===== src/rtl/router_tile_scheduler.sv =====
`default_nettype none
// ============================================================================
// Module      : router_tile_scheduler
// Description : Steps one input router and one weight router through a layer:
//               clear, enable, wait for ready, then lockstep pops per tile.
// Revision    : 1.0
// ============================================================================
module router_tile_scheduler #(
    parameter int TILE_W  = 8,
    parameter int POP_W   = 16,
    parameter int TIMEOUT = 1024
) (
    input  logic              i_clk,
    input  logic              i_rst,
    input  logic              i_start,
    input  logic              i_abort,
    input  logic [TILE_W-1:0] i_tile_count,
    input  logic              i_pe_ready,
    input  logic              i_ir_ready,
    input  logic              i_ir_context_done,
    input  logic              i_ir_output_done,
    input  logic              i_wr_ready,
    input  logic              i_wr_done,
    output logic              o_ir_en,
    output logic              o_wr_en,
    output logic              o_ir_reg_clear,
    output logic              o_wr_reg_clear,
    output logic              o_ir_pop_en,
    output logic              o_wr_pop_en,
    output logic [TILE_W-1:0] o_tile_idx,
    output logic [POP_W-1:0]  o_pop_count,
    output logic              o_busy,
    output logic              o_done,
    output logic              o_error,
    output logic [2:0]        o_state
);

    localparam int            c_WD_W    = (TIMEOUT > 2) ? $clog2(TIMEOUT) : 1;
    localparam logic [c_WD_W-1:0] c_WD_LAST = c_WD_W'(TIMEOUT - 1);

    typedef enum logic [2:0] {
        ST_IDLE       = 3'd0,
        ST_CLEAR      = 3'd1,
        ST_LOAD       = 3'd2,
        ST_WAIT_READY = 3'd3,
        ST_STREAM     = 3'd4,
        ST_NEXT       = 3'd5,
        ST_DONE       = 3'd6,
        ST_ERROR      = 3'd7
    } state_t;

    state_t              r_state;
    logic [TILE_W-1:0]   r_tile_count;
    logic [TILE_W-1:0]   r_tile_idx;
    logic [POP_W-1:0]    r_pop_count;
    logic [c_WD_W-1:0]   r_wd;
    logic                r_ir_seen;
    logic                r_wr_seen;
    logic                r_layer_end;

    logic                w_pop;
    logic                w_ir_ok;
    logic                w_wr_ok;
    logic                w_unused_wr_done;

    // The weight router is slaved to the input router, so its done is unused.
    assign w_unused_wr_done = i_wr_done;

    assign w_pop   = (r_state == ST_STREAM) && i_pe_ready;
    assign w_ir_ok = r_ir_seen || i_ir_ready;
    assign w_wr_ok = r_wr_seen || i_wr_ready;

    always_ff @(posedge i_clk or posedge i_rst) begin
        if (i_rst) begin
            r_state      <= ST_IDLE;
            r_tile_count <= '0;
            r_tile_idx   <= '0;
            r_pop_count  <= '0;
            r_wd         <= '0;
            r_ir_seen    <= 1'b0;
            r_wr_seen    <= 1'b0;
            r_layer_end  <= 1'b0;
        end else if (i_abort) begin
            r_state      <= ST_IDLE;
            r_tile_count <= '0;
            r_tile_idx   <= '0;
            r_pop_count  <= '0;
            r_wd         <= '0;
            r_ir_seen    <= 1'b0;
            r_wr_seen    <= 1'b0;
            r_layer_end  <= 1'b0;
        end else begin
            case (r_state)
                ST_IDLE: begin
                    if (i_start) begin
                        if (i_tile_count != '0) begin
                            r_tile_count <= i_tile_count;
                            r_tile_idx   <= '0;
                            r_layer_end  <= 1'b0;
                            r_state      <= ST_CLEAR;
                        end else begin
                            r_state <= ST_DONE;
                        end
                    end
                end
                ST_CLEAR: begin
                    r_pop_count <= '0;
                    r_ir_seen   <= 1'b0;
                    r_wr_seen   <= 1'b0;
                    r_wd        <= '0;
                    r_state     <= ST_LOAD;
                end
                ST_LOAD: begin
                    r_state <= ST_WAIT_READY;
                end
                ST_WAIT_READY: begin
                    r_ir_seen <= w_ir_ok;
                    r_wr_seen <= w_wr_ok;
                    // A ready pair in the last watchdog cycle still wins.
                    if (w_ir_ok && w_wr_ok) begin
                        r_state <= ST_STREAM;
                    end else if (r_wd == c_WD_LAST) begin
                        r_state <= ST_ERROR;
                    end else begin
                        r_wd <= r_wd + c_WD_W'(1);
                    end
                end
                ST_STREAM: begin
                    if (w_pop && !(&r_pop_count)) begin
                        r_pop_count <= r_pop_count + POP_W'(1);
                    end
                    if (i_ir_output_done) begin
                        r_layer_end <= 1'b1;
                    end
                    if (i_ir_context_done || i_ir_output_done) begin
                        r_state <= ST_NEXT;
                    end
                end
                ST_NEXT: begin
                    if ((r_tile_idx == r_tile_count - TILE_W'(1)) || r_layer_end) begin
                        r_state <= ST_DONE;
                    end else begin
                        r_tile_idx <= r_tile_idx + TILE_W'(1);
                        r_state    <= ST_CLEAR;
                    end
                end
                ST_DONE: begin
                    r_state <= ST_IDLE;
                end
                ST_ERROR: begin
                    r_state <= ST_ERROR;
                end
                default: begin
                    r_state <= ST_IDLE;
                end
            endcase
        end
    end

    assign o_ir_en        = (r_state == ST_WAIT_READY) || (r_state == ST_STREAM);
    assign o_wr_en        = o_ir_en;
    assign o_ir_reg_clear = (r_state == ST_CLEAR);
    assign o_wr_reg_clear = (r_state == ST_CLEAR);
    assign o_ir_pop_en    = w_pop;
    assign o_wr_pop_en    = w_pop;
    assign o_tile_idx     = r_tile_idx;
    assign o_pop_count    = r_pop_count;
    assign o_busy         = (r_state != ST_IDLE) && (r_state != ST_DONE) && (r_state != ST_ERROR);
    assign o_done         = (r_state == ST_DONE);
    assign o_error        = (r_state == ST_ERROR);
    assign o_state        = r_state;

endmodule
`default_nettype wire


===== config.mk =====
export PLATFORM = sky130hd
export DESIGN_NAME = router_tile_scheduler
export DESIGN_NICKNAME = d
export VERILOG_FILES = /design/src/rtl/router_tile_scheduler.sv
export SDC_FILE = /design/constraint.sdc
export NUM_CORES = 1
export LEC_CHECK = 0
export ABC_AREA = 1
export BUFFER_PORTS_ARGS = -buffer_cell sky130_fd_sc_hd__buf_4
export CAP_MARGIN = 5
export CORE_ASPECT_RATIO = 0.7
export CORE_MARGIN = 3
export CORE_UTILIZATION = 37
export CTS_CLUSTER_SIZE = 10
export DETAILED_ROUTE_END_ITERATION = 6
export PLACE_DENSITY = 0.63
export SLEW_MARGIN = 15
export SYNTH_ARGS = -nofsm -noshare
export SYNTH_HDL_FRONTEND = slang
export SYNTH_SLANG_ARGS = --single-unit

===== constraint.sdc =====
create_clock -name i_clk -period 3.15 [get_ports i_clk]
set_clock_uncertainty 0.1 [all_clocks]
set_input_delay 0.1575 -clock i_clk [delete_from_list [all_inputs] [get_ports i_clk]]
set_output_delay 0.1575 -clock i_clk [all_outputs]
set_load 0.01 [all_outputs]

==> results.tsv <==
stage	metric	value	unit
finish	area delta synth->final	18.5	%
timing	Max Slew Vio Count	0	
route	DRT antenna net count	0	
place	post-place setup slack	906	ps
synthesis	syn_area_per_cell	6.99	um2
synthesis	ranking of synthesized cells by area	dfrtp_1 37%, nand2_1 13%, inv_1 6.5%	
timing	Final Hold Fails	40	
critical_path	critical path data arrival time	2340	ps
critical_path	most used cell, CP	o21ai_2	
place	dpl cells	621	
synthesis	Synth area leader	dfrtp_1	
timing	period utilisation layout	71.7	%
timing	Tmin final	2260	ps
synthesis	Mapped Nets	486	
synthesis	Synth top area share	37.0	%
critical_path	WP data required	3230	ps
route	DRC	0	
die	Row Count	27	
synthesis	Post-Syn Area	3250	um2
place	post-DP HPWL	6400	um
route	DRT Pass-1 Iters	5	
grt	largest net degree at the start of global routing	42	
route	WL final	8350	um
grt	first-pass GRT wire length	14300	um
cts	Clk Latency, worst-skew pair	290	ps
route	initial drt markers	203	
timing	RSZ-0062 raised after global routing	false	
synthesis	YS warnings	0	
die	# IOs	54	
critical_path	CP Capture Type	register	
place	final RePlAce weighted congestion	0.906	
die	Horiz. Die Dim	118	um
route	Via density	4.93	
timing	final hold slack	-22.3	ps
die	full die area	9950	um2
synthesis	number of enable flip-flop cells after synthesis	0	
die	core footprint	8180	um2
timing	Slew HR	38.4	%
synthesis	Synth Instances	464	
timing	Setup TNS	0	ps
run_status	failing checks	negative hold slack	
synthesis	#FFs+latches synth	48	
timing	fmax	442	MHz
critical_path	Worst path slowest cell	dfrtp_1	
grt	vias in the first global route	2996	
finish	layout cell share with drive strength beyond 1	18.0	%
synthesis	ys flop type	dfrtp_1	
critical_path	Crit Path Class	reg -> reg	
finish	non-filler cells, final	628	
critical_path	Max stage delay on crit path	440	ps
cts	clock-pin slew on the worst setup and hold paths	70	ps
grt	Total GRT Usage	17.5	%
critical_path	Crit path max-delay family	simple AND/OR/NAND/NOR gates	
finish	Nets	534	
grt	global route overflow	0	
critical_path	critical-path cell list	ha_1 -> inv_1 -> nor3_1 -> nand4_1 -> o21ai_2 -> nand2_2 -> o21ai_4 -> inv_2 -> nand2_1 -> o21ai_2	
cts	CTS Buf Count	5	
cts	H-Tree Level Count	2	
cts	postcts setup bufs	0	
critical_path	crit start category	register	
place	number of port buffers	52	
cts	CTS tree	built	
route	total number of vias	3096	
power	leak pwr	1.76	nW
timing	final setup vio count	0	
critical_path	Crit path buffers/inverters	2	
cts	Longest Clk Path Bufs	2	
die	Initial Utilization	39.7	%
finish	Antenna Cells	0	
run	max cap viols	0	
die	Chip Height	84.4	um
synthesis	Synth cell types	35	
cts	clock sink count	48	
power	Power Dens Cells	525	nW/um2
route	mean routed wirelength per cell	13.3	um
power	total power	2.02	mW
cts	post-CTS sizing	0	
timing	final worst setup slack	890	ps
cts	Root Buffer	clkbuf_16	
cts	CTS hold repair buffers	0	
grt	initial antenna violation count	0	
synthesis	Synth async-reset ratio	100	%
run_status	run status	complete, but fails checks	
critical_path	critical path fanouts, max	21	
timing	worst slew pin tran	923	ps
hold_path	Worst Hold Class	in -> async	
synthesis	Seq/Total Area, Yosys	37.0	%
power	Max rail drop VDD	0.000316	V
-- cell families (layout without fill, tap and decap cells) --
logic type / Yosys count / in the layout / synth area share, %
fa+ha+maj: 4 / 4 / 1.54
simple gates: 263 / 263 / 36.3
flops: 48 / 48 / 37.0
xor+xnor: 19 / 19 / 5.13
compound gates: 54 / 54 / 10.0
buf+inv: 76 / 124 / 9.98
-- final timing paths --
kind / start / endpoint / slack (ps) / cells after the start
worst min-delay path: i_rst / o_tile_idx[2]$_DFFE_PP0P_ / -20 / 2
max in group asynchronous: i_rst / o_tile_idx[5]$_DFFE_PP0P_ / 2320 / 3
worst min register to register: r_layer_end$_DFFE_PP0P_ / r_layer_end$_DFFE_PP0P_ / 410 / 2
min in group i_clk: i_tile_count[5] / r_tile_count[5]$_DFFE_PP0P_ / 10 / 3
worst max register to register: o_pop_count[0]$_DFFE_PP0P_ / o_pop_count[9]$_DFFE_PP0P_ / 890 / 10
worst max-delay path: o_pop_count[0]$_DFFE_PP0P_ / o_pop_count[9]$_DFFE_PP0P_ / 890 / 10
-- power breakdown --
part           internal, mW  switching (mW)
clock network         0.289           0.233
logic                 0.249           0.518
registers             0.664          0.0667
-- layout by cell type, fill, tap and decap left out, drive strengths merged --
cell and count:
clkbuf 5, o31ai 3, o22ai 1, buf 54, nor4 4, a211oi 1
a21oi 11, inv 63, nand4 8, o21a 1, xnor2 6, o21ai 36
o21bai 1, dfrtp 48, clkinv 1, nor2 56, and3 1, xor2 13
nand3 43, clkinvlp 1, nand3b 4, nand2 123, nor3 24, ha 4
-- synth_stat cells, types with 4 or more instances --
master / n
nand3_1: 41
o21ai_0: 21
a21oi_1: 11
xor2_1: 13
buf_2: 4
nand4_1: 8
xnor2_1: 6
dfrtp_1: 48
nor4_1: 4
o21ai_2: 6
inv_2: 7
ha_1: 4
nand2_2: 9
inv_1: 56
o21ai_1: 8
nand3b_1: 4
nor2_1: 54
nand2_1: 113
nor3_1: 23
-- worst register-to-register path, delay by kind of cell, from the launching register on --
family / cells / cell delay [ps]
simple gates: 4 / 500
flops: 1 / 440
compound gates: 3 / 470
buf+inv: 2 / 370
fa+ha+maj: 1 / 280
-- routing by layer --
metal / share of wire (%) / global-route usage [%] / routed length (um)
met1: 50 / 25.0 / 4210
met2: 43 / 27.3 / 3600
met3: 5.8 / 3.84 / 481
met4: 0.73 / 3.72 / 61
met5: 0 / 0 / 0
-- through the flow --
step / cell area, um2 / hold WS (ps) / utilization [%]
floorplan: 3250 / 204 / -
finish: 3850 / -22.3 / 47.0
global route: 3850 / 22.7 / 47.0
global placement: 3710 / 311 / 45.4
CTS: 3850 / 9.47 / 47.0
detailed placement: 3710 / 312 / 45.4
-- final cells by class --
type | instances | area (um2)
Fill cell | 847 | 4330
Clock inverter | 2 | 12.5
Timing Repair Buffer | 54 | 405
Multi-Input combinational cell | 340 | 1720
Inverter | 63 | 236
Sequential cell | 48 | 1200
Clock buffer | 5 | 125
Tap cell | 116 | 145
-- flip-flops by register name (all words and copies together) (netlist names) --
register and flops:
r_wr_seen 1, o_state 3, r_wd 10, o_pop_count 16, r_layer_end 1, r_ir_seen 1
r_tile_count 8, o_tile_idx 8
Power figures use the tool's default switching activity.
